File: src/rtl/apb_axi_a_b_if_if.sv
// Bundle of the command-side, AXI address/B and APB signals seen by the bus agent.
// The master modport is the agent's view; slave is the host/controller side.
interface apb_axi_a_b_if_if #(
  parameter int ID_WIDTH       = 4,
  parameter int ADDR_WIDTH     = 32,
  parameter int APB_ADDR_WIDTH = 12,
  parameter int APB_DATA_WIDTH = 32
);
  logic                      a_req_valid;
  logic                      a_req_ready;
  logic [ID_WIDTH-1:0]       a_req_id;
  logic [ADDR_WIDTH-1:0]     a_req_addr;
  logic [7:0]                a_req_len;
  logic [2:0]                a_req_size;
  logic [1:0]                a_req_burst;

  logic                      avalid;
  logic                      aready;
  logic [ID_WIDTH-1:0]       aid;
  logic [ADDR_WIDTH-1:0]     aaddr;
  logic [7:0]                alen;
  logic [2:0]                asize;
  logic [1:0]                aburst;

  logic                      bvalid;
  logic                      bready;
  logic [ID_WIDTH-1:0]       bid;
  logic [1:0]                bresp;
  logic                      b_done;
  logic [ID_WIDTH-1:0]       b_id_o;
  logic [1:0]                b_resp_o;
  logic [7:0]                b_err_cnt;

  logic                      apb_req;
  logic                      apb_write;
  logic [APB_ADDR_WIDTH-1:0] apb_addr;
  logic [APB_DATA_WIDTH-1:0] apb_wdata;
  logic                      apb_busy;
  logic                      apb_done;
  logic [APB_DATA_WIDTH-1:0] apb_rdata;
  logic                      apb_err;

  logic                      psel;
  logic                      penable;
  logic                      pwrite;
  logic [APB_ADDR_WIDTH-1:0] paddr;
  logic [APB_DATA_WIDTH-1:0] pwdata;
  logic                      pready;
  logic                      pslverr;
  logic [APB_DATA_WIDTH-1:0] prdata;

  modport master (
    input  a_req_valid, a_req_id, a_req_addr, a_req_len, a_req_size, a_req_burst,
    output a_req_ready,
    output avalid, aid, aaddr, alen, asize, aburst,
    input  aready,
    input  bvalid, bid, bresp,
    output bready, b_done, b_id_o, b_resp_o, b_err_cnt,
    input  apb_req, apb_write, apb_addr, apb_wdata,
    output apb_busy, apb_done, apb_rdata, apb_err,
    output psel, penable, pwrite, paddr, pwdata,
    input  pready, pslverr, prdata
  );

  modport slave (
    output a_req_valid, a_req_id, a_req_addr, a_req_len, a_req_size, a_req_burst,
    input  a_req_ready,
    input  avalid, aid, aaddr, alen, asize, aburst,
    output aready,
    output bvalid, bid, bresp,
    input  bready, b_done, b_id_o, b_resp_o, b_err_cnt,
    output apb_req, apb_write, apb_addr, apb_wdata,
    input  apb_busy, apb_done, apb_rdata, apb_err,
    input  psel, penable, pwrite, paddr, pwdata,
    output pready, pslverr, prdata
  );
endinterface

File: src/rtl/apb_axi_a_b_if.sv
// Bus agent: buffered AXI address issuer, B-channel receiver and APB register master.
// rst_n is an asynchronous, active-high reset despite its name.
module apb_axi_a_b_if #(
  parameter int ID_WIDTH       = 4,
  parameter int ADDR_WIDTH     = 32,
  parameter int APB_ADDR_WIDTH = 12,
  parameter int APB_DATA_WIDTH = 32
) (
  input logic              clk,
  input logic              rst_n,
  apb_axi_a_b_if_if.master bus
);

  typedef struct packed {
    logic [ID_WIDTH-1:0]   id;
    logic [ADDR_WIDTH-1:0] addr;
    logic [7:0]            len;
    logic [2:0]            size;
    logic [1:0]            burst;
  } cmd_t;

  cmd_t       fifo_q [2];
  cmd_t       acmd_q, acmd_d, cmdIn;
  logic       wptr_q, wptr_d, rptr_q, rptr_d;
  logic [1:0] cnt_q, cnt_d;
  logic       ready_q, avalid_q, avalid_d;
  logic       push, pop;

  assign cmdIn = '{id: bus.a_req_id, addr: bus.a_req_addr, len: bus.a_req_len,
                   size: bus.a_req_size, burst: bus.a_req_burst};
  assign push  = bus.a_req_valid & ready_q;
  assign pop   = avalid_q & bus.aready;

  // The output register only ever loads entries stored before this edge, giving one cycle of latency.
  always_comb begin
    cnt_d    = cnt_q;
    wptr_d   = wptr_q ^ push;
    rptr_d   = rptr_q ^ pop;
    avalid_d = avalid_q;
    acmd_d   = acmd_q;
    if (push && !pop) begin
      cnt_d = cnt_q + 2'd1;
    end else if (pop && !push) begin
      cnt_d = cnt_q - 2'd1;
    end
    if (pop) begin
      if (cnt_q == 2'd2) begin
        avalid_d = 1'b1;
        acmd_d   = fifo_q[rptr_d];
      end else begin
        avalid_d = 1'b0;
      end
    end else if (!avalid_q && cnt_q != 2'd0) begin
      avalid_d = 1'b1;
      acmd_d   = fifo_q[rptr_q];
    end
  end

  always_ff @(posedge clk or posedge rst_n) begin
    if (rst_n) begin
      fifo_q[0] <= '0;
      fifo_q[1] <= '0;
      wptr_q    <= 1'b0;
      rptr_q    <= 1'b0;
      cnt_q     <= 2'd0;
      ready_q   <= 1'b1;
      avalid_q  <= 1'b0;
      acmd_q    <= '0;
    end else begin
      if (push) begin
        fifo_q[wptr_q] <= cmdIn;
      end
      wptr_q   <= wptr_d;
      rptr_q   <= rptr_d;
      cnt_q    <= cnt_d;
      ready_q  <= (cnt_d != 2'd2);
      avalid_q <= avalid_d;
      acmd_q   <= acmd_d;
    end
  end

  assign bus.a_req_ready = ready_q;
  assign bus.avalid      = avalid_q;
  assign bus.aid         = acmd_q.id;
  assign bus.aaddr       = acmd_q.addr;
  assign bus.alen        = acmd_q.len;
  assign bus.asize       = acmd_q.size;
  assign bus.aburst      = acmd_q.burst;

  logic                bready_q, bDone_q, bHs;
  logic [ID_WIDTH-1:0] bId_q;
  logic [1:0]          bResp_q;
  logic [7:0]          bErrCnt_q;

  assign bHs = bus.bvalid & bready_q;

  always_ff @(posedge clk or posedge rst_n) begin
    if (rst_n) begin
      bready_q  <= 1'b1;
      bDone_q   <= 1'b0;
      bId_q     <= '0;
      bResp_q   <= 2'b00;
      bErrCnt_q <= 8'd0;
    end else begin
      bready_q <= 1'b1;
      bDone_q  <= bHs;
      if (bHs) begin
        bId_q   <= bus.bid;
        bResp_q <= bus.bresp;
        if (bus.bresp != 2'b00 && bErrCnt_q != 8'hFF) begin
          bErrCnt_q <= bErrCnt_q + 8'd1;
        end
      end
    end
  end

  assign bus.bready    = bready_q;
  assign bus.b_done    = bDone_q;
  assign bus.b_id_o    = bId_q;
  assign bus.b_resp_o  = bResp_q;
  assign bus.b_err_cnt = bErrCnt_q;

  typedef enum logic [1:0] {IDLE, SETUP, ACCESS} apb_state_e;

  apb_state_e                state_q, state_d;
  logic                      psel_q, penable_q, busy_q;
  logic                      done_q, done_d, err_q, err_d;
  logic                      pwrite_q, pwrite_d;
  logic [APB_ADDR_WIDTH-1:0] paddr_q, paddr_d;
  logic [APB_DATA_WIDTH-1:0] pwdata_q, pwdata_d, rdata_q, rdata_d;

  always_comb begin
    state_d  = state_q;
    done_d   = 1'b0;
    err_d    = err_q;
    rdata_d  = rdata_q;
    pwrite_d = pwrite_q;
    paddr_d  = paddr_q;
    pwdata_d = pwdata_q;
    case (state_q)
      IDLE: begin
        if (bus.apb_req) begin
          pwrite_d = bus.apb_write;
          paddr_d  = bus.apb_addr;
          pwdata_d = bus.apb_wdata;
          state_d  = SETUP;
        end
      end
      SETUP: state_d = ACCESS;
      ACCESS: begin
        if (bus.pready) begin
          done_d  = 1'b1;
          err_d   = bus.pslverr;
          state_d = IDLE;
          if (!pwrite_q) begin
            rdata_d = bus.prdata;
          end
        end
      end
      default: state_d = IDLE;
    endcase
  end

  // Bus strobes are registered from the next state so they line up with the FSM phase.
  always_ff @(posedge clk or posedge rst_n) begin
    if (rst_n) begin
      state_q   <= IDLE;
      psel_q    <= 1'b0;
      penable_q <= 1'b0;
      busy_q    <= 1'b0;
      done_q    <= 1'b0;
      err_q     <= 1'b0;
      rdata_q   <= '0;
      pwrite_q  <= 1'b0;
      paddr_q   <= '0;
      pwdata_q  <= '0;
    end else begin
      state_q   <= state_d;
      psel_q    <= (state_d != IDLE);
      penable_q <= (state_d == ACCESS);
      busy_q    <= (state_d != IDLE);
      done_q    <= done_d;
      err_q     <= err_d;
      rdata_q   <= rdata_d;
      pwrite_q  <= pwrite_d;
      paddr_q   <= paddr_d;
      pwdata_q  <= pwdata_d;
    end
  end

  assign bus.psel      = psel_q;
  assign bus.penable   = penable_q;
  assign bus.pwrite    = pwrite_q;
  assign bus.paddr     = paddr_q;
  assign bus.pwdata    = pwdata_q;
  assign bus.apb_busy  = busy_q;
  assign bus.apb_done  = done_q;
  assign bus.apb_rdata = rdata_q;
  assign bus.apb_err   = err_q;

endmodule

File: src/flat_wrapper.sv
// flat-port wrapper written by rule: the top's interface ports become plain ports
module apb_axi_a_b_if_flat 
#(
  parameter int ID_WIDTH       = 4,
  parameter int ADDR_WIDTH     = 32,
  parameter int APB_ADDR_WIDTH = 12,
  parameter int APB_DATA_WIDTH = 32
)
  (clk, rst_n, bus_a_req_valid, bus_a_req_id, bus_a_req_addr, bus_a_req_len, bus_a_req_size, bus_a_req_burst, bus_a_req_ready, bus_avalid, bus_aid, bus_aaddr, bus_alen, bus_asize, bus_aburst, bus_aready, bus_bvalid, bus_bid, bus_bresp, bus_bready, bus_b_done, bus_b_id_o, bus_b_resp_o, bus_b_err_cnt, bus_apb_req, bus_apb_write, bus_apb_addr, bus_apb_wdata, bus_apb_busy, bus_apb_done, bus_apb_rdata, bus_apb_err, bus_psel, bus_penable, bus_pwrite, bus_paddr, bus_pwdata, bus_pready, bus_pslverr, bus_prdata);
  apb_axi_a_b_if_if #(.ID_WIDTH(ID_WIDTH), .ADDR_WIDTH(ADDR_WIDTH), .APB_ADDR_WIDTH(APB_ADDR_WIDTH), .APB_DATA_WIDTH(APB_DATA_WIDTH)) bus_i ();
  input logic clk;
  input logic rst_n;
  input wire logic [$bits(bus_i.a_req_valid)-1:0] bus_a_req_valid;
  input wire logic [$bits(bus_i.a_req_id)-1:0] bus_a_req_id;
  input wire logic [$bits(bus_i.a_req_addr)-1:0] bus_a_req_addr;
  input wire logic [$bits(bus_i.a_req_len)-1:0] bus_a_req_len;
  input wire logic [$bits(bus_i.a_req_size)-1:0] bus_a_req_size;
  input wire logic [$bits(bus_i.a_req_burst)-1:0] bus_a_req_burst;
  output wire logic [$bits(bus_i.a_req_ready)-1:0] bus_a_req_ready;
  output wire logic [$bits(bus_i.avalid)-1:0] bus_avalid;
  output wire logic [$bits(bus_i.aid)-1:0] bus_aid;
  output wire logic [$bits(bus_i.aaddr)-1:0] bus_aaddr;
  output wire logic [$bits(bus_i.alen)-1:0] bus_alen;
  output wire logic [$bits(bus_i.asize)-1:0] bus_asize;
  output wire logic [$bits(bus_i.aburst)-1:0] bus_aburst;
  input wire logic [$bits(bus_i.aready)-1:0] bus_aready;
  input wire logic [$bits(bus_i.bvalid)-1:0] bus_bvalid;
  input wire logic [$bits(bus_i.bid)-1:0] bus_bid;
  input wire logic [$bits(bus_i.bresp)-1:0] bus_bresp;
  output wire logic [$bits(bus_i.bready)-1:0] bus_bready;
  output wire logic [$bits(bus_i.b_done)-1:0] bus_b_done;
  output wire logic [$bits(bus_i.b_id_o)-1:0] bus_b_id_o;
  output wire logic [$bits(bus_i.b_resp_o)-1:0] bus_b_resp_o;
  output wire logic [$bits(bus_i.b_err_cnt)-1:0] bus_b_err_cnt;
  input wire logic [$bits(bus_i.apb_req)-1:0] bus_apb_req;
  input wire logic [$bits(bus_i.apb_write)-1:0] bus_apb_write;
  input wire logic [$bits(bus_i.apb_addr)-1:0] bus_apb_addr;
  input wire logic [$bits(bus_i.apb_wdata)-1:0] bus_apb_wdata;
  output wire logic [$bits(bus_i.apb_busy)-1:0] bus_apb_busy;
  output wire logic [$bits(bus_i.apb_done)-1:0] bus_apb_done;
  output wire logic [$bits(bus_i.apb_rdata)-1:0] bus_apb_rdata;
  output wire logic [$bits(bus_i.apb_err)-1:0] bus_apb_err;
  output wire logic [$bits(bus_i.psel)-1:0] bus_psel;
  output wire logic [$bits(bus_i.penable)-1:0] bus_penable;
  output wire logic [$bits(bus_i.pwrite)-1:0] bus_pwrite;
  output wire logic [$bits(bus_i.paddr)-1:0] bus_paddr;
  output wire logic [$bits(bus_i.pwdata)-1:0] bus_pwdata;
  input wire logic [$bits(bus_i.pready)-1:0] bus_pready;
  input wire logic [$bits(bus_i.pslverr)-1:0] bus_pslverr;
  input wire logic [$bits(bus_i.prdata)-1:0] bus_prdata;
  assign bus_i.a_req_valid = bus_a_req_valid;
  assign bus_i.a_req_id = bus_a_req_id;
  assign bus_i.a_req_addr = bus_a_req_addr;
  assign bus_i.a_req_len = bus_a_req_len;
  assign bus_i.a_req_size = bus_a_req_size;
  assign bus_i.a_req_burst = bus_a_req_burst;
  assign bus_a_req_ready = bus_i.a_req_ready;
  assign bus_avalid = bus_i.avalid;
  assign bus_aid = bus_i.aid;
  assign bus_aaddr = bus_i.aaddr;
  assign bus_alen = bus_i.alen;
  assign bus_asize = bus_i.asize;
  assign bus_aburst = bus_i.aburst;
  assign bus_i.aready = bus_aready;
  assign bus_i.bvalid = bus_bvalid;
  assign bus_i.bid = bus_bid;
  assign bus_i.bresp = bus_bresp;
  assign bus_bready = bus_i.bready;
  assign bus_b_done = bus_i.b_done;
  assign bus_b_id_o = bus_i.b_id_o;
  assign bus_b_resp_o = bus_i.b_resp_o;
  assign bus_b_err_cnt = bus_i.b_err_cnt;
  assign bus_i.apb_req = bus_apb_req;
  assign bus_i.apb_write = bus_apb_write;
  assign bus_i.apb_addr = bus_apb_addr;
  assign bus_i.apb_wdata = bus_apb_wdata;
  assign bus_apb_busy = bus_i.apb_busy;
  assign bus_apb_done = bus_i.apb_done;
  assign bus_apb_rdata = bus_i.apb_rdata;
  assign bus_apb_err = bus_i.apb_err;
  assign bus_psel = bus_i.psel;
  assign bus_penable = bus_i.penable;
  assign bus_pwrite = bus_i.pwrite;
  assign bus_paddr = bus_i.paddr;
  assign bus_pwdata = bus_i.pwdata;
  assign bus_i.pready = bus_pready;
  assign bus_i.pslverr = bus_pslverr;
  assign bus_i.prdata = bus_prdata;
  apb_axi_a_b_if #(.ID_WIDTH(ID_WIDTH), .ADDR_WIDTH(ADDR_WIDTH), .APB_ADDR_WIDTH(APB_ADDR_WIDTH), .APB_DATA_WIDTH(APB_DATA_WIDTH)) u_core (.clk(clk), .rst_n(rst_n), .bus(bus_i));
endmodule
File: config.mk
export PLATFORM = sky130hd
export DESIGN_NAME = apb_axi_a_b_if_flat
export DESIGN_NICKNAME = d
export VERILOG_FILES = /design/src/rtl/apb_axi_a_b_if_if.sv /design/src/rtl/apb_axi_a_b_if.sv /design/src/flat_wrapper.sv
export SDC_FILE = /design/constraint.sdc
export NUM_CORES = 1
export LEC_CHECK = 0
export ABC_AREA = 1
export BUFFER_PORTS_ARGS = -buffer_cell sky130_fd_sc_hd__buf_2
export CORE_ASPECT_RATIO = 0.8
export CORE_UTILIZATION = 47
export DETAILED_ROUTE_END_ITERATION = 16
export GPL_TIMING_DRIVEN = 0
export PLACE_DENSITY = 0.77
export SLEW_MARGIN = 20
export SYNTH_ARGS = -nofsm -noshare
export SYNTH_HDL_FRONTEND = slang
export SYNTH_SLANG_ARGS = --single-unit
File: constraint.sdc
create_clock -name clk -period 8.25 [get_ports clk]
set_clock_uncertainty 0.05 [all_clocks]
set_input_delay 1.65 -clock clk [delete_from_list [all_inputs] [get_ports clk]]
set_output_delay 1.65 -clock clk [all_outputs]
set_load 0.05 [all_outputs]
==> results of run 1 <==
cell usage after synthesis:
| cell type | n | area share |
|---|---|---|
| a21oi_1 | 52 | 0.025 |
| buf_1 | 1 | 0.00036 |
| buf_2 | 36 | 0.017 |
| buf_4 | 7 | 0.0050 |
| buf_6 | 4 | 0.0043 |
| clkbuf_1 | 18 | 0.0065 |
| conb_1 | 1 | 0.00036 |
| dfrtp_1 | 250 | 0.60 |
| dfstp_2 | 1 | 0.0025 |
| ha_1 | 4 | 0.0048 |
| inv_1 | 116 | 0.042 |
| inv_2 | 6 | 0.0022 |
| nand2_1 | 458 | 0.17 |
| nand2_2 | 7 | 0.0042 |
| nand3_1 | 138 | 0.066 |
| nand4_1 | 3 | 0.0018 |
| nor2_1 | 58 | 0.021 |
| nor2_2 | 1 | 0.00060 |
| o21ai_0 | 52 | 0.025 |
| o21ai_4 | 1 | 0.0016 |
| or2_1 | 2 | 0.0012 |
| xnor2_1 | 1 | 0.00084 |
| xor2_1 | 1 | 0.00084 |
layout make-up:
cell class / count / area share
clock inverters: 4 / 0.005312
inverters: 122 / 0.03500
well taps: 275 / 0.02608
plain buffers: 66 / 0.02646
diodes: 3 / 0.0005691
repair buffers: 295 / 0.1216
flip-flops and latches: 251 / 0.4762
clock buffers: 41 / 0.05729
multi-input cells: 779 / 0.2514
worst paths after layout:
kind	startpoint	slack [ns]	end
worst max-delay path	u_core.bus.a_req_ready	5.24	bus_a_req_ready
worst min register to register	u_core.bus.apb_rdata[7]	0.41	u_core.bus.apb_rdata[7]
worst min-delay path	u_core.bus.apb_rdata[7]	0.41	u_core.bus.apb_rdata[7]
worst max register to register	u_core.bus.a_req_ready	6.24	u_core.fifo_q[71]
max in group asynchronous	rst_n	5.69	u_core.bus.a_req_ready
min in group asynchronous	rst_n	1.16	u_core.bus.paddr[7]
flip-flops by register name, summed over array words and instances (netlist names), 2 cells and up:
name / flops
u_core.fifo_q: 98
u_core.bus.aaddr: 32
u_core.bus.apb_rdata: 32
u_core.bus.pwdata: 32
u_core.bus.paddr: 12
u_core.bus.alen: 8
u_core.bus.b_err_cnt: 8
u_core.bus.aid: 4
u_core.bus.b_id_o: 4
u_core.bus.asize: 3
u_core.bus.aburst: 2
u_core.bus.b_resp_o: 2
u_core.cnt_q: 2
u_core.state_q: 2
layer usage:
| metal | wire length [um] | global-route usage | vias up |
|---|---|---|---|
| met5 | 0 | 0 | - |
| met4 | 550 | 0.06616 | 0 |
| met3 | 1783 | 0.05481 | 41 |
| met2 | 12950 | 0.3880 | 279 |
| met1 | 12430 | 0.3402 | 4264 |
| li1 | - | - | 4420 |
cell usage in the layout, fill, tap and decap left out, types with 3 or more instances in the layout:
cell | Yosys | routed
diode_2 | 0 | 3
dfrtp_1 | 250 | 250
ha_1 | 4 | 4
clkbuf_1 | 18 | 27
buf_2 | 36 | 323
inv_1 | 116 | 115
o21ai_0 | 52 | 52
a21oi_1 | 52 | 52
nor2_1 | 58 | 58
buf_4 | 7 | 7
nand4_1 | 3 | 3
nand3_1 | 138 | 138
buf_12 | 0 | 7
buf_6 | 4 | 4
inv_2 | 6 | 6
nand2_1 | 458 | 458
clkbuf_16 | 0 | 25
nand2_2 | 7 | 7
clkbuf_8 | 0 | 7
per-stage QoR:
stage | instance area (um^2) | std cells | utilization | hold slack (ns)
after detailed placement | 12360 | 1788 | 0.5716 | 0.4033
after floorplan | 10410 | 1218 | - | 0.4313
after CTS | 13180 | 1833 | 0.6098 | 0.4191
after global routing | 13190 | 1835 | 0.6100 | 0.4264
final | 13190 | 1836 | 0.6101 | 0.4150
after global placement | 12190 | 1780 | 0.5638 | 0.3985
cells by family after synthesis:
kind of cell,Yosys count
buffers and inverters,188
and+or+nand+nor,667
DFF,251
adders and majority gates,4
AOI/OAI and AO/OA,105
xor gates and xnor gates,2
other,1
power groups by stage:
stage / Sequential [W] / Clock [W] / Combinational (W)
global placement: 0.00206 / 0 / 0.00309
detailed placement: 0.00207 / 0 / 0.00317
finish: 0.00206 / 0.00115 / 0.00316
CTS: 0.00206 / 0.00117 / 0.00318
global route: 0.00212 / 0.00121 / 0.00343
floorplan: 0.00320 / 0 / 0.00120
==> flow_metrics.tcl, run 1 <==
set metrics [dict create \
    hold_class "reg -> reg" \
    worst_slack_ns 5.238 \
    start_util 0.4813 \
    finalCriticalPeriod_ns 3.012 \
    p_seq_frac 0.324 \
    synth_seq_cells 251 \
    synthXorXnorAreaFrac 0.001683 \
    swShare 0.4874 \
    drt_iter0_drc 588 \
    clk_pin_slew_worst_paths_ns 0.06 \
    io_pins 289 \
    seq_area_frac_synth 0.6037 \
    grt_pass1_vias 8725 \
    status "finished, final reports clean" \
    clk_latency_ns 0.51 \
    ff2ff_path_depth 8 \
    synthMuxAreaShare 0 \
    start_kind "flop" \
    tightest_slew_ns 0.5960 \
    cpLargestDelayFamily "flip-flops" \
    rsz0062_at_grt "false" \
    via_per_inst 4.904 \
    synth_top_family_by_area "simple AND/OR/NAND/NOR gates" \
    synth_fp_nets 1362 \
    finalSetupViolCount 0 \
    drv_slew 0 \
    critical_path.slowest_cell "dfstp_2" \
    dp_slack_ns 5.055 \
    p_int_w 0.003269 \
    synth_cells 1218 \
    syn2layout_area_growth_pct 26.76 \
    post_cts_buffers 0 \
    critPathBufInv 1 \
    multi_input_area_um2 3317 \
    comb_power_share 0.496 \
    max_stage_delay_ns 0.54 \
    fillers 1879 \
    post-route-drc-count 0 \
    grt_max_degree 35 \
    cap_violations 0 \
    power.leakage_nw 7.348 \
    regArea_um2 6282 \
    end_kind "primary output" \
    fp.dieW_um 168.4 \
    grtUsageTotal 0.2446 \
    cp_cell_sequence "buf_2" \
    power_density_nw_per_um2 483.4 \
    drtAntennaViolNets 0 \
    cp.arrival_ns 1.31 \
    holdPathStages 2 \
    worstPathMaxFanout 2 \
    fp.dieArea_um2 22740 \
    hold_viol 0 \
    portBuffers 287 \
    gp_congestion 0.8356 \
    tns_ns 0 \
    nets 1684 \
    grt-ovfl-total 0 \
    hpwl_mm 20.08 \
    clock-root-buffer "clkbuf_16" \
    antenna_found_initial 3 \
    rows 48 \
    avgSynthCellArea_um2 8.544 \
    coreArea_um2 21620 \
    die_height_um 135.1 \
    path_depth 1 \
    cts.sinks 251 \
    grt_pass1_wl_mm 44.44 \
    via_count 9004 \
    synthAdderAreaFrac 0.004809 \
    drt_first_pass_iters 5 \
    cts_tree "built" \
    ctsResizeCount 0 \
    synth-simple-area-share 0.2603 \
    maxSlewHeadroom 0.6018 \
    fin_crit_sh 0.3651 \
    ir_worst_vdd_uv 331.7 \
    timing.fmax_ghz 0.3320 \
    wl_mm 27.71 \
    htree_num_levels 1 \
    wire_per_inst_um 15.09 \
    hold_buffers 0 \
    clock_path_buffers 3 \
    critical_path_class "reg -> out" \
    yosys_warnings 0 \
    synth_cell_types 23 \
    p_clk_frac 0.180 \
    synth_compound_area_frac 0.05158 \
    required_ns 6.55 \
    cts_made_buffers 25 \
    netlist_area_um2 10410 \
    p_total_w 0.006377 \
    p_sw_w 0.003108 \
    drive_gt1_frac 0.2535 \
]
(Power assumes the default switching activity.)
==> run 2, diff against run 1 <==
--- a/config.mk
+++ b/config.mk
@@ -5,7 +5,7 @@
 export SDC_FILE = /design/constraint.sdc
 export NUM_CORES = 1
 export LEC_CHECK = 0
-export ABC_AREA = 1
+export ABC_AREA = 0
 export BUFFER_PORTS_ARGS = -buffer_cell sky130_fd_sc_hd__buf_2
 export CORE_ASPECT_RATIO = 0.8
 export CORE_UTILIZATION = 47
==> constraint.sdc (replaced) <==
create_clock -name clk -period 2.73 [get_ports clk]
set_clock_uncertainty 0.05 [all_clocks]
set_input_delay 0.546 -clock clk [delete_from_list [all_inputs] [get_ports clk]]
set_output_delay 0.546 -clock clk [all_outputs]
set_load 0.05 [all_outputs]
==> run 2 against run 1 <==
Effect of this change:
- area after synthesis is 4.1% lower
- count of clock-buffer cells in the layout is 3 lower
- final cell count is 29% lower
- die area is 4.1% lower
- synthesized cell count is 44% lower
- routed wire length is 21% lower
- critical path depth is 4 higher
- final area is 2.6% lower
- first-iteration DRC count is 36% lower
- via count is 28% lower
- non-clock buffer count is 28 lower
- core utilization is 0.91 points higher
- critical path type is now reg -> reg
- largest cell class unchanged
==> flow_metrics.tcl, run 2 <==
set metrics [dict create \
    regMostFlops "u_core.fifo_q" \
    grt_pass1_vias 6737 \
    ff2ff_path_depth 5 \
    hp-start "bus_bvalid" \
    crit-reg2reg-launch "u_core.bus.a_req_ready" \
    drt_iter0_drc 377 \
    required_ns 3.08 \
    synth_seq_cells 251 \
    critical_path_class "reg -> reg" \
    timing.fmax_ghz 0.4633 \
    dpl.cell_count 1249 \
    worst_slack_ns 0.5714 \
    coreArea_um2 20760 \
    status "finished, final reports clean" \
    gp_congestion 0.7881 \
    final_common_cell "buf_2" \
    yosysTopAreaCell "dfrtp_1" \
    nets 1153 \
    cp.arrival_ns 2.50 \
    synthTopCellsByArea "dfrtp_1 (63%), mux2_2 (21%), mux2i_1 (5.1%)" \
    end_kind "flop" \
    yosys_warnings 0 \
    synth_cells 685 \
    syn2layout_area_growth_pct 28.86 \
    htree_num_levels 1 \
    die_height_um 132.3 \
    synth_top_area_frac 0.6272 \
    r2r_end "u_core.fifo_q[60]" \
    rsz0062_at_grt "false" \
    via_per_inst 4.992 \
    io_pins 289 \
    antenna_found_initial 2 \
    start_util 0.4805 \
    hpwl_mm 16.23 \
    wl_mm 21.96 \
    final_util 0.6192 \
    most-common-layout-cells "buf_2 (298), dfrtp_1 (250), mux2_2 (185)" \
    grtUsageTotal 0.2051 \
    worstPathMaxFanout 10 \
    drv_slew 0 \
    hold_viol 0 \
    dp_slack_ns 0.4725 \
    final_cell_count_no_fill 1299 \
    finalSetupViolCount 0 \
    synth_commonest_cells "dfrtp_1 (250), mux2_2 (185), nand2_1 (59)" \
    tightest_slew_ns 0.7823 \
    synthArstFlopShare 1.000 \
    fp.dieW_um 164.9 \
    finalCriticalPeriod_ns 2.159 \
    wire_per_inst_um 16.90 \
    drtAntennaViolNets 0 \
    grt_max_degree 36 \
    fin_crit_sh 0.7907 \
    clk_pin_slew_worst_paths_ns 0.06 \
    netlist_area_um2 9975 \
    clk_latency_ns 0.52 \
    avgSynthCellArea_um2 14.56 \
    ctsResizeCount 0 \
    largest_reg_flops 98 \
    seq_area_frac_synth 0.6298 \
    drt_first_pass_iters 4 \
    post_cts_buffers 0 \
    yosysMostFrequentCell "dfrtp_1" \
    synth_fp_nets 829 \
    hold_class "in -> reg" \
    cap_violations 0 \
    holdPathStages 1 \
    grt_pass1_wl_mm 35.29 \
    clock_path_buffers 3 \
    maxSlewHeadroom 0.4785 \
    fp.dieArea_um2 21810 \
    cts_made_buffers 26 \
    drive_gt1_frac 0.5379 \
    rows 47 \
    cts.sinks 251 \
    start_kind "flop" \
    clock-root-buffer "clkbuf_16" \
    reg2reg_slack_ns 0.57 \
    grt-ovfl-total 0 \
    via_count 6484 \
    post-route-drc-count 0 \
    synth-edff-count 0 \
    whs_endpoint "u_core.bus.b_done" \
    cts_tree "built" \
    portBuffers 287 \
    synthFlopType "dfrtp_1" \
    synth_cell_types 35 \
]
## run 2: cells by family after synthesis
family,count (synthesis),synth area share
other,1,0.0003760
flip-flops,251,0.6298
XOR/XNOR,6,0.007150
AO/OA/AOI/OAI,59,0.03174
buffers and inverters,46,0.02960
adder cells (fa/ha/maj),4,0.005018
multiplexers,238,0.2623
AND/OR/NAND/NOR,80,0.03399
## run 2: area by class of cell
| type | instances | area, um^2 |
|---|---|---|
| inverters | 9 | 37.54 |
| clock inverters | 9 | 170.2 |
| fillers | 1682 | 7905 |
| plain buffers | 37 | 261.5 |
| multi-input cells | 388 | 3397 |
| repair buffers | 296 | 1607 |
| diodes | 2 | 5.005 |
| well taps | 269 | 336.6 |
| flip-flops and latches | 251 | 6282 |
| clock buffers | 38 | 757.0 |
## run 2: through the flow
step | hold slack, ns | area (um^2) | setup TNS, ns
after floorplan | 0.4231 | 9978 | -292.02
after global placement | 0.4121 | 11750 | -653.10
after detailed placement | 0.4207 | 11910 | 0
after CTS | 0.07938 | 12850 | 0
after global routing | 0.08606 | 12850 | 0
final | 0.1022 | 12850 | 0
## run 2: layer usage
layer,GRT usage,up-vias,part of all wire
met5,0,-,0
met4,0.06779,0,0.031
met3,0.04624,44,0.058
met2,0.3375,179,0.48
met1,0.2680,3222,0.43
li1,-,3039,-
## run 2: timing repair
action | CTS | global route
hold buffers | 1 | 0
endpoints found under the hold margin | 14 | 0
setup endpoints to repair | 0 | 0
## run 2: worst max-delay path, cell delays in order (launching register included)
cell and delay, ns:
dfstp_2 0.56, nand2_1 0.09, inv_1 0.11, ha_1 0.21, buf_1 0.61, mux2_2 0.41
## run 2: worst max path at each step
| stage | start | end | slack, ns | cells past startpoint |
|---|---|---|---|---|
| floorplan | rst_n | u_core.bus.aaddr[0] | -1.17 | 1 |
| global placement | rst_n | u_core.fifo_q[57] | -2.62 | 2 |
| detailed placement | bus_a_req_valid | u_core.fifo_q[63] | 0.47 | 6 |
| CTS | u_core.bus.a_req_ready | u_core.fifo_q[63] | 0.56 | 5 |
| global route | u_core.bus.a_req_ready | u_core.fifo_q[60] | 0.46 | 5 |
| finish | u_core.bus.a_req_ready | u_core.fifo_q[60] | 0.57 | 5 |
Power of run 2 is left out: the tool's default activity adds up to more than one toggle a clock period on the data nets, which glitch-free logic cannot reach.
==> run 3, diff against run 2 <==
==> constraint.sdc (replaced) <==
create_clock -name clk -period 1.9 [get_ports clk]
set_clock_uncertainty 0.05 [all_clocks]
set_input_delay 0.38 -clock clk [delete_from_list [all_inputs] [get_ports clk]]
set_output_delay 0.38 -clock clk [all_outputs]
set_load 0.05 [all_outputs]
==> run 3 against run 2 <==
Effect of this change:
- non-clock buffer count is 2 higher
- final area is 0.31% higher
- via count is 1.5% higher
- largest cell class unchanged
- count of clock-buffer cells in the layout stayed put
- global-route usage is 0.45 points higher
==> flow_metrics.tcl, run 3 (synthesis results as in run 2) <==
set metrics [dict create \
    status "finished, final reports clean" \
    hold_viol 0 \
    holdWs_ns 0.02605 \
    die_height_um 132.3 \
    coreArea_um2 20760 \
    grt_pass1_wl_mm 36.17 \
    hold_class "in -> reg" \
    most-common-layout-cells "buf_2 (294), dfrtp_1 (250), mux2_2 (185)" \
    tightest_slew_ns 0.5593 \
    drt_iter0_drc 309 \
    gp_congestion 0.8045 \
    dp_slack_ns -0.1153 \
    wl_mm 22.40 \
    regMostFlops "u_core.fifo_q" \
    via_count 6584 \
    drt_first_pass_iters 4 \
    syn2layout_area_growth_pct 29.26 \
    nets 1156 \
    antenna_found_initial 2 \
    drtAntennaViolNets 0 \
    drive_gt1_frac 0.5500 \
    worstPathMaxFanout 19 \
    worst_slack_ns 0.09806 \
    start_kind "flop" \
    fp.dieArea_um2 21810 \
    clk_latency_ns 0.52 \
    drv_slew 0 \
    wire_per_inst_um 17.21 \
    hpwl_mm 16.42 \
    critical_path_class "reg -> reg" \
    fin_crit_sh 0.9484 \
    grt_max_degree 35 \
    largest_reg_flops 98 \
    maxSlewHeadroom 0.6264 \
    final_common_cell "buf_2" \
    cts.sinks 251 \
    cap_violations 0 \
    grtUsageTotal 0.2096 \
    postPlaceCellArea_um2 11930 \
    io_pins 289 \
    post-route-drc-count 0 \
    finalSetupViolCount 0 \
    portBuffers 287 \
    start_util 0.4805 \
    cts_tree "built" \
    fp.dieW_um 164.9 \
    cp.arrival_ns 2.15 \
    cts_made_buffers 26 \
    tns_ns 0 \
    clock-root-buffer "clkbuf_16" \
    grt-ovfl-total 0 \
    htree_num_levels 1 \
    end_kind "flop" \
    timing.fmax_ghz 0.5550 \
    grt_pass1_vias 6999 \
    clock_path_buffers 3 \
    clk_pin_slew_worst_paths_ns 0.06 \
    final_area_um2 12890 \
    rows 47 \
    finalCriticalPeriod_ns 1.802 \
    required_ns 2.25 \
    via_per_inst 5.057 \
    fillers 1624 \
]
-- run 3: worst max-delay path, cell delays in order (launching register included) --
cell and delay [ns]:
dfstp_2 0.55, nand2_2 0.07, inv_1 0.09, ha_1 0.22
buf_4 0.32, mux2_2 0.38
-- run 3: cell type report --
| type | instances | area (um^2) | area share |
|---|---|---|---|
| Timing Repair Buffer | 299 | 1652 | 0.1281 |
| Multi-Input combinational cell | 389 | 3411 | 0.2645 |
| Clock inverter | 9 | 122.6 | 0.009510 |
| Clock buffer | 38 | 767.0 | 0.05949 |
| Buffer | 36 | 280.3 | 0.02174 |
| Antenna cell | 2 | 5.005 | 0.0003882 |
| Tap cell | 269 | 336.6 | 0.02610 |
| Sequential cell | 251 | 6282 | 0.4872 |
| Inverter | 9 | 37.54 | 0.002911 |
-- run 3: what timing repair did --
action | in CTS | in global routing
endpoints found under the setup margin | 21 | 65
hold buffers | 2 | 0
cloned | 0 | 1
setup buffers | 0 | 2
hold endpoints to repair | 22 | 0
resized for setup | 2 | 14
pin swaps | 0 | 1
-- run 3: path summary, 6_finish.rpt --
check                                            start                  endpoint  slack (ns)  depth (start not counted)
worst min register to register    u_core.bus.aaddr[29]      u_core.bus.aaddr[29]        0.43                          2
worst max-delay path            u_core.bus.a_req_ready         u_core.fifo_q[54]         0.1                          5
worst max register to register  u_core.bus.a_req_ready         u_core.fifo_q[54]         0.1                          5
worst min-delay path                    bus_prdata[23]  u_core.bus.apb_rdata[23]        0.03                          2
max in group asynchronous                        rst_n    u_core.bus.a_req_ready        0.29                          6
min in group asynchronous                        rst_n  u_core.bus.apb_rdata[24]        0.40                          3
-- run 3: metal layers --
layer	track usage	wire length, um	up-vias
met5	0	0	-
met4	0.07849	794	0
met3	0.03586	937	52
met2	0.3420	10740	164
met1	0.2801	9932	3322
li1	-	-	3046
-- run 3: stage by stage --
stage | cells | utilization
final | 1302 | 0.6211
after CTS | 1297 | 0.6183
after floorplan | 685 | -
after global routing | 1302 | 0.6211
after detailed placement | 1249 | 0.5747
after global placement | 1241 | 0.5666
Power of run 3 is left out for the same reason.
